`src/rtl/counter_timer_arbiter.sv`:
```
// counter_timer_arbiter: one shared modulo up-counter, lent round-robin to
// NREQ requesters. The owner holds the counter for D counting cycles, then
// gets a one-cycle done pulse. Dropping req early aborts without a pulse.
`timescale 1ns/1ps

module counter_timer_arbiter #(
    parameter int NREQ  = 4,
    parameter int NBITS = 5
) (
    input  logic                  clk,
    input  logic                  reset,
    input  logic [NREQ-1:0]       req,
    input  logic [NREQ*NBITS-1:0] delay,
    output logic [NREQ-1:0]       grant,
    output logic [NREQ-1:0]       done,
    output logic                  busy,
    output logic [NBITS-1:0]      counter
);

    localparam int IDXW = (NREQ > 1) ? $clog2(NREQ) : 1;

    typedef enum logic [1:0] {
        S_IDLE,
        S_COUNT,
        S_DONE
    } state_e;

    state_e            state_q,   state_d;
    logic [NREQ-1:0]   grant_q,   grant_d;
    logic [NBITS-1:0]  delay_q,   delay_d;
    logic [NBITS-1:0]  counter_q, counter_d;
    logic [IDXW-1:0]   last_q,    last_d;

    logic [NBITS-1:0]  delay_arr [NREQ];
    logic              win_valid;
    logic [IDXW-1:0]   win_idx;
    logic [IDXW-1:0]   cand_idx;

    // Unpack the flat delay bus into one field per requester.
    for (genvar g = 0; g < NREQ; g++) begin : g_unpack
        assign delay_arr[g] = delay[g*NBITS +: NBITS];
    end

    // Round-robin search: first asserted req starting just after last_q.
    // Scanning from the farthest offset down lets the nearest one win.
    always_comb begin
        win_valid = 1'b0;
        win_idx   = '0;
        cand_idx  = '0;
        for (int off = NREQ; off >= 1; off--) begin
            cand_idx = IDXW'((int'(last_q) + off) % NREQ);
            if (req[cand_idx]) begin
                win_valid = 1'b1;
                win_idx   = cand_idx;
            end
        end
    end

    // Next-state and next-register logic for the IDLE/COUNT/DONE sequence.
    always_comb begin
        // NOTE: every target gets a hold-value default first, so no path
        // through the case leaves a signal unassigned and infers a latch.
        state_d   = state_q;
        grant_d   = grant_q;
        delay_d   = delay_q;
        counter_d = counter_q;
        last_d    = last_q;
        case (state_q)
            S_IDLE: begin
                if (win_valid) begin
                    grant_d          = '0;
                    grant_d[win_idx] = 1'b1;
                    delay_d          = delay_arr[win_idx];
                    counter_d        = '0;
                    last_d           = win_idx;
                    state_d          = (delay_arr[win_idx] != '0) ? S_COUNT : S_DONE;
                end
            end
            S_COUNT: begin
                if ((req & grant_q) == '0) begin
                    // Owner withdrew: release without a done pulse; last_q
                    // keeps the aborted index so round-robin moves on.
                    state_d   = S_IDLE;
                    grant_d   = '0;
                    counter_d = '0;
                end else if (counter_q == delay_q - NBITS'(1)) begin
                    // Terminal value reached; counter holds through DONE.
                    state_d = S_DONE;
                end else begin
                    counter_d = counter_q + NBITS'(1);
                end
            end
            S_DONE: begin
                state_d   = S_IDLE;
                grant_d   = '0;
                counter_d = '0;
            end
            default: begin
                state_d   = S_IDLE;
                grant_d   = '0;
                counter_d = '0;
            end
        endcase
    end

    // State registers; asynchronous clear, last_q parks on NREQ-1 so
    // requester 0 has first priority after reset.
    always_ff @(posedge clk or negedge reset) begin
        if (!reset) begin
            state_q   <= S_IDLE;
            grant_q   <= '0;
            delay_q   <= '0;
            counter_q <= '0;
            last_q    <= IDXW'(NREQ - 1);
        end else begin
            // NOTE: non-blocking assignments so every register updates from
            // the same pre-edge values regardless of statement order.
            state_q   <= state_d;
            grant_q   <= grant_d;
            delay_q   <= delay_d;
            counter_q <= counter_d;
            last_q    <= last_d;
        end
    end

    // Outputs decode registered state only; done has no path from req.
    always_comb begin
        grant   = grant_q;
        done    = (state_q == S_DONE) ? grant_q : '0;
        busy    = (state_q != S_IDLE);
        counter = counter_q;
    end

endmodule
```
`config.mk`:
```
export PLATFORM = sky130hd
export DESIGN_NAME = counter_timer_arbiter
export DESIGN_NICKNAME = d
export VERILOG_FILES = /design/src/rtl/counter_timer_arbiter.sv
export SDC_FILE = /design/constraint.sdc
export NUM_CORES = 1
export LEC_CHECK = 0
export CAP_MARGIN = 20
export CELL_PAD_IN_SITES_DETAIL_PLACEMENT = 0
export CELL_PAD_IN_SITES_GLOBAL_PLACEMENT = 2
export CORE_MARGIN = 3
export CORE_UTILIZATION = 26
export DETAILED_ROUTE_END_ITERATION = 10
export PLACE_DENSITY_LB_ADDON = 0.1
export SLEW_MARGIN = 20
export SYNTH_ARGS = -nofsm -noshare
export SYNTH_HDL_FRONTEND = slang
export SYNTH_SLANG_ARGS = --single-unit
```
`constraint.sdc`:
```
create_clock -name clk -period 2.7 [get_ports clk]
set_input_delay 0.675 -clock clk [delete_from_list [all_inputs] [get_ports clk]]
set_output_delay 0.675 -clock clk [all_outputs]
set_load 0.02 [all_outputs]
```
== Word level (Yosys, flattened, before mapping) ==
Index checks and enable logic that the tools add are counted.

* Bits in registers: 18
* Bits in latches: 0
* Memory bits (writable): 0
* Bits in read-only memories: 0
* Output and inout bits: 14
* Logic and storage cells: 70
* Memories kept: 0

* Add/subtract/negate cells: 6
* $mul: 0
* Div/mod/pow operators: 0
* Order comparisons: 7
* Equality and inequality tests: 7
* Shifts and indexed selects: 0
* Muxes and demuxes: 34
* Bitwise logic cells: 2
* Reduce and logical (&&, ||, !) cells: 9

{| class="wikitable"
|+ Operators with widths
! operator !! number
|-
| $mux W5 || 5
|-
| $mux W2 || 8
|-
| $lt A2 B3 Y1 const B || 5
|-
| $mux W4 || 3
|-
| $bmux W5 S2 || 1
|-
| $pmux W5 S2 || 1
|-
| $mux W1 || 9
|-
| $bmux W1 S2 || 4
|-
| $pmux W4 S2 || 1
|-
| $reduce_and A2 Y1 || 4
|-
| $ne A3 B3 Y1 const B || 2
|-
| $add A5 B1 Y5 const B || 1
|-
| $eq A5 B5 Y1 || 1
|-
| $reduce_bool A5 Y1 || 1
|-
| $sub A5 B1 Y5 const B || 1
|-
| $add A2 B1 Y2 const B || 2
|-
| $add A2 B2 Y2 const B || 2
|-
| $and A4 B4 Y4 || 1
|-
| $logic_not A4 Y1 || 1
|-
| $ne A2 B2 Y1 const B || 2
|-
| $pmux W2 S2 || 1
|-
| $ge A3 B3 Y1 const B || 1
|-
| $not A2 Y3 || 1
|-
| $demux W1 S2 || 1
|-
| other kinds (6) || 6
|}

== Logic depth before layout (Yosys ltp) ==
Gate-level depths: netlist of run 1.

* Depth in word-level cells: 15
* Mapped depth: 9
* Gate-level depth less buffers: 9

== Worst setup path before layout of run 1 ==
Ideal clock, no wire load.

* Kind: input-to-reg
* Start: in req[1]
* End: reg state_q[0]
* Library setup time: 121 ps
* Arrival time: 2178 ps
* Slack: 401 ps
* Stages: 7
* Buffers on the path: 0
* Cell sequence: and3_1 > a31oi_1 > o211ai_1 > o31ai_1 > o32ai_1 > or4_1 > a22o_1

* Longest elaborated chain between the ends: 14
* Elaborated cells between the ends (all ways): 30
* Those cells by class: eq/ne (2); mux (23); bitwise (2); reduce/logical (3)

{| class="wikitable"
|+ Ends and longest elaborated chain
! element !! RTL line !! text
|-
| from (decl) || 12 || <nowiki>input logic [NREQ-1:0] req,</nowiki>
|-
| $bmux W1 S2 || 52 || <nowiki>if (req[cand_idx]) begin</nowiki>
|-
| $mux W1 (implied by the code) || 52 ||
|-
| $mux W2 (4 in a row) || 52 ||
|-
| $not A2 Y3 (implied by the code) || 76 || <nowiki>state_d = (delay_arr[win_idx] != '0) ? S_COUNT : S_DONE;</nowiki>
|-
| $bmux W5 S2 || 76 ||
|-
| $mux W5 (implied by the code) (2 in a row) || 76 ||
|-
| $reduce_bool A5 Y1 || 76 ||
|-
| $mux W2 || 76 ||
|-
| $mux W2 || 70 || <nowiki>if (win_valid) begin</nowiki>
|-
| $pmux W2 S2 || 68 || <nowiki>case (state_q)</nowiki>
|-
| to (signal assigned) || 118 || <nowiki>state_q <= state_d;</nowiki>
|-
| to (decl) || 28 || <nowiki>state_e state_q, state_d;</nowiki>
|}

Parallel ways exist; a longest one is shown, timed or not. The select of a mux whose other input is x is not followed.
A chain may end at the register's enable or synchronous reset.

== Final worst setup path of run 1 ==
Same ends and word-level chain as after synthesis.

==> results of run 1 <==
[path summary, 6_finish.rpt]
check	cells past startpoint	slack, ps	to	start
worst max-delay path	9	200	state_q[0]$_DFFE_PN0P_	req[1]
worst min-delay path	2	480	last_q[0]$_DFFE_PN1P_	last_q[0]$_DFFE_PN1P_
worst max register to register	8	380	state_q[0]$_DFFE_PN0P_	last_q[1]$_DFFE_PN1P_
worst min register to register	2	480	last_q[0]$_DFFE_PN1P_	last_q[0]$_DFFE_PN1P_
max in group asynchronous	2	1680	last_q[0]$_DFFE_PN1P_	reset
min in group asynchronous	2	750	counter[0]$_DFFE_PN0P_	reset
[state kept, by name, summed over array words and instances, names as in the netlist]
| register | count |
|---|---|
| grant | 4 |
| delay_q | 5 |
| last_q | 2 |
| counter | 5 |
| state_q | 2 |
[cells in the mapped netlist, drive strengths merged, types with 2 or more instances]
cell | n | share of area
o31ai | 2 | 0.012
a21oi | 4 | 0.016
xnor2 | 5 | 0.036
buf | 2 | 0.018
dfrtp | 16 | 0.33
xor2 | 6 | 0.043
clkbuf | 2 | 0.014
nor2 | 15 | 0.048
nand4 | 3 | 0.015
nor2b | 2 | 0.010
nand2 | 31 | 0.095
nand3 | 2 | 0.0081
o21ai | 9 | 0.046
a32o | 2 | 0.016
inv | 4 | 0.012
nor3 | 4 | 0.020
nand2b | 4 | 0.020
a21boi | 2 | 0.015
a22o | 2 | 0.014
dfstp | 2 | 0.043
a32oi | 3 | 0.021
ha | 2 | 0.020
and2 | 4 | 0.020
[worst max-delay path, delay by kind of cell]
kind	cells	cell delay [ps]
buf+inv	2	470
simple gates	3	770
compound gates	4	720
[area by class of cell]
class                           instances  area (um^2)
Clock buffer                            4         55.1
Fill cell                             445         2560
Inverter                                4         15.0
Multi-Input combinational cell        118          744
Sequential cell                        18          453
Tap cell                               52         65.1
Timing Repair Buffer                   60          554
[through the flow]
step | instance area, um^2 | hold WS (ps) | worst slack, ps | instances
floorplan | 1230 | 379 | 401 | 144
detailed placement | 1790 | 472 | -309 | 250
global route | 1890 | 498 | 5.66 | 256
finish | 1890 | 483 | 201 | 256
global placement | 1790 | 473 | -253 | 250
CTS | 1870 | 483 | 5.98 | 256
[power breakdown]
group          total [mW]  leakage [nW]  switching (mW)  internal (mW)
Combinational        1.03         0.570           0.515          0.512
Sequential          0.477         0.229           0.104          0.373
Clock               0.217        0.0288          0.0871          0.129
Total                1.72         0.828           0.706           1.02
[cell families after synthesis]
| kind of cell | after synthesis | share of synthesized area |
|---|---|---|
| muxes | 2 | 0.0173 |
| xor gates and xnor gates | 11 | 0.0784 |
| AOI/OAI and AO/OA | 32 | 0.197 |
| adders and majority gates | 2 | 0.0204 |
| buffers and inverters | 8 | 0.0448 |
| DFF | 18 | 0.369 |
| and+or+nand+nor | 71 | 0.274 |
[metal layers]
metal	global-route usage	up-vias	routed length, um
li1	-	626	-
met1	0.162	583	1540
met2	0.226	25	1700
met3	0.0360	4	122
met4	0.0336	0	32
met5	0	-	0
[what timing repair did]
item                                    CTS  global route
buffers inserted                          2             0
pin swaps                                 5             4
resized for setup                         5             5
endpoints found under the setup margin    2             2
==> out/qor.yml, run 1 <==
final_common_cell: "clkdlybuf4s50_1"
rsz0062_at_grt: "no"
area_growth_pct: 53.6
h-tree-depth: 1
maxCapViolations: 0
grt.overflow.total: 0
ys_seq_area_frac: 0.369
io_pins: 40
die_h_um: 74.7
async_flop_share: 1.00
route.detailed.wl_per_inst_um: 13.3
io_buffers: 39
setup_violations: 0
cts_sinks: 18
crit_required_ps: 2840
fmax_mhz: 400
clock_skew_ps: 2.43
grt_pass1_vias: 1277
cp_slowest_cell: "or4_4"
grt_use_total: 0.131
final_core_util: 0.425
placement_rows: 24
p_leak_nw: 0.828
min_path_type: "reg -> reg"
drc: 0
cts_root_buf: "clkbuf_8"
path_class: "in -> reg"
path_cells: "dlygate4sd2_1, and3_1, a31oi_2, o211ai_1, buf_4, nand2_2, a32oi_2, or4_4, a22o_1"
cts_tree: "done"
crit_path_end_kind: "flop"
via_per_inst: 4.84
power.density_nw_per_um2: 912
drive_above_1_share: 0.196
worst_pin_slew_ps: 597
wirelength_mm: 3.40
worstSetupStartpointType: "input pin"
drt_pre_antenna_iters: 4
dp_hpwl_mm: 2.74
grt_max_degree: 19
grt_first_pass_wirelength_mm: 5.71
syn_nets: 172
finalMaxSlewViolations: 0
drtIter0Drc: 68
coreArea_um2: 4440
num_antenna_cells: 0
ir_drop_v: 0.000342
ctsLongestPathBuffers: 2
globalplace.congestion: 0.808
syn_area_um2: 1230
synth_cells: 144
critPathMaxStageDelay_ps: 560
period_share: 0.926
synth-edff-count: 0
finalPower_mw: 1.72
die_area_um2: 5590
ant_nets: 0
holdBufCountCts: 0
cp_max_fo: 5
syn_avg_cell_area_um2: 8.53
hold_violations: 0
outcome: "finished, final reports clean"
maxSlewHeadroom: 0.598
setup_tns_ps: 0
synth-seq-cells: 18
ys_types: 44
synthFlopType: "dfrtp_1"
start_util: 0.276
antenna_found_initial: 0
final_cell_mix: "clkdlybuf4s50_1, nand2_1, buf_4, dfrtp_1, nor2_1"
cp.arrival_ps: 2640
nNetsFinal: 233
dr_total_vias: 1238
min_period_ps: 2500
die_w_um: 74.7
numCtsBuffers: 3
clock_latency_ps: 250
path_clk_slew_ps: 70
ys_warn_count: 0
(Power assumes the default switching activity.)
==> run 2, diff against run 1 <==
Settings changed: CORE_ASPECT_RATIO set to 1.25, SLEW_MARGIN 20 to unset.
==> run 2 against run 1 <==
Against the previous run: die area about the same; sequential power about the same; critical path depth is the same; count of clock-buffer cells in the layout unchanged; global-route usage fell by 0.73 points; register-to-register slack about the same; design area up 2.3%; combinational power about the same; routed wire length shrank 1.2%; utilization is 0.49 points higher; via count rose by 0.40%; largest cell class unchanged; highest routed layer unchanged.
==> out/qor.yml, run 2 (synthesized netlist as in run 1, its figures left out) <==
outcome: "finished, final reports clean"
ant_nets: 0  # unchanged
period_share: 0.962  # +0.0359
final_cell_mix: "clkdlybuf4s50_1, nand2_1, buf_4, dfrtp_1, nor2_1"
final.setup.worst_slack_ps: 104  # -97.0 ps
finalPower_mw: 1.75  # +1.6%
power.density_nw_per_um2: 907  # -0.60%
final_common_cell: "clkdlybuf4s50_1"
cp_slowest_cell: "or4_4"
placed_cell_area_um2: 1780  # -0.42%
place_ws_ps: -271  # +38.1 ps
p_leak_nw: 0.841  # +1.5%
cts_sinks: 18  # unchanged
coreArea_um2: 4490  # +1.1%
die_w_um: 67.5  # -9.7%
io_pins: 40  # unchanged
top_layer: "met4"
globalplace.congestion: 0.802  # -0.80%
antenna_found_initial: 0  # unchanged
path_clk_slew_ps: 70  # about the same
nNetsFinal: 235  # +0.86%
grt_first_pass_wirelength_mm: 5.58  # -2.4%
cts_tree: "done"
ir_drop_v: 0.000316  # -7.5%
start_util: 0.273  # -0.00300
maxCapViolations: 0  # unchanged
via_per_inst: 4.71  # -2.6%
worstSetupStartpointType: "input pin"
wl_met3_um: 144  # +18%
final_core_util: 0.429  # +0.00486
ctsLongestPathBuffers: 2  # unchanged
num_antenna_cells: 0  # unchanged
critPathMaxStageDelay_ps: 500  # -60 ps
clock_skew_ps: 1.54  # -0.888 ps
drc: 0  # unchanged
wl_met2_mm: 1.73  # +1.3%
worst_pin_slew_ps: 549  # -48.8 ps
cp.arrival_ps: 2740  # +100 ps
holdBufCountCts: 0  # unchanged
grt_max_degree: 19  # unchanged
dp_hpwl_mm: 2.60  # -5.0%
crit_path_end_kind: "flop"
drive_above_1_share: 0.204  # +0.00781
io_buffers: 39  # unchanged
cp_max_fo: 5  # unchanged
ff_latch_area_um2: 453  # unchanged
min_period_ps: 2600  # +97.0 ps
fmax_mhz: 385  # -3.7%
route.detailed.wl_per_inst_um: 12.7  # -4.2%
wirelength_mm: 3.36  # -1.2%
die_h_um: 82.9  # +11%
path_class: "in -> reg"
drt_pre_antenna_iters: 4  # unchanged
rsz0062_at_grt: "no"
path_cells: "clkdlybuf4s50_1, a31oi_1, o211ai_1, buf_4, buf_4, nand2_1, a32oi_2, or4_4, a22o_1"
setup_tns_ps: 0  # unchanged
area_growth_pct: 57.0
grt.overflow.total: 0  # unchanged
h-tree-depth: 1  # unchanged
drtIter0Drc: 34  # -50%
multi_input_area_um2: 758  # +1.8%
path_delay_family: "buffers and inverters"
crit_path_frequent_cell: "buf_4"
placement_rows: 27  # +13%
worst-path-buf-inv: 3  # +1
min_path_type: "reg -> reg"
finalMaxSlewViolations: 0  # unchanged
clock_latency_ps: 250  # about the same
hold_violations: 0  # unchanged
grt_use_total: 0.124  # -0.00728
setup_violations: 0  # unchanged
crit_required_ps: 2850  # about the same
grt_pass1_vias: 1216  # -4.8%
die_area_um2: 5590  # about the same
final_area_um2: 1930  # +2.3%
routedLengthMet1_mm: 1.44  # -6.9%
numCtsBuffers: 3  # unchanged
cts_root_buf: "clkbuf_8"
dr_total_vias: 1243  # +0.40%
num-fill-cells: 461  # +3.6%
maxSlewHeadroom: 0.631  # +0.0329
==> run 2: layout make-up <==
class / count / share of cell area
inverters: 4 / 0.00778
multi-input cells: 118 / 0.393
repair buffers: 62 / 0.298
well taps: 58 / 0.0376
flip-flops and latches: 18 / 0.235
clock buffers: 4 / 0.0285
==> run 2: worst paths after layout <==
kind	start	endpoint	slack [ps]	depth (start not counted)
setup / recovery	req[0]	state_q[0]$_DFFE_PN0P_	100	9
hold / removal	last_q[0]$_DFFE_PN1P_	last_q[0]$_DFFE_PN1P_	500	2
setup reg to reg	last_q[1]$_DFFE_PN1P_	state_q[0]$_DFFE_PN0P_	380	8
hold reg to reg	last_q[0]$_DFFE_PN1P_	last_q[0]$_DFFE_PN1P_	500	2
max in group asynchronous	reset	last_q[0]$_DFFE_PN1P_	1700	2
min in group asynchronous	reset	counter[1]$_DFFE_PN0P_	740	2
==> run 2: through the flow <==
stage	cells	hold slack [ps]
6_report	264	502
3_3_place_gp	254	481
5_1_grt	264	516
3_5_place_dp	254	482
4_1_cts	258	500
2_1_floorplan	144	379
==> run 2: timing repair <==
| action | in CTS | in global routing |
|---|---|---|
| endpoints found under the setup margin | 0 | 2 |
| resized for setup | 0 | 11 |
| buffers inserted | 0 | 5 |
==> run 2: metal layers <==
layer,up-vias,global-route usage
li1,632,-
met1,575,0.156
met2,31,0.210
met3,5,0.0162
met4,0,0.0443
met5,-,0
==> run 2: worst register-to-register path: cells and delay by family, from the launching register on <==
family | cells | cell delay [ps]
DFF | 1 | 600
muxes | 1 | 200
AOI/OAI and AO/OA | 5 | 740
buffers and inverters | 1 | 180
and+or+nand+nor | 1 | 500
==> run 2: where the power goes <==
part | leakage (nW) | internal, mW | switching, mW
Combinational | 0.583 | 0.528 | 0.521
Clock | 0.0288 | 0.130 | 0.0918
Sequential | 0.229 | 0.373 | 0.105
Total | 0.841 | 1.03 | 0.718
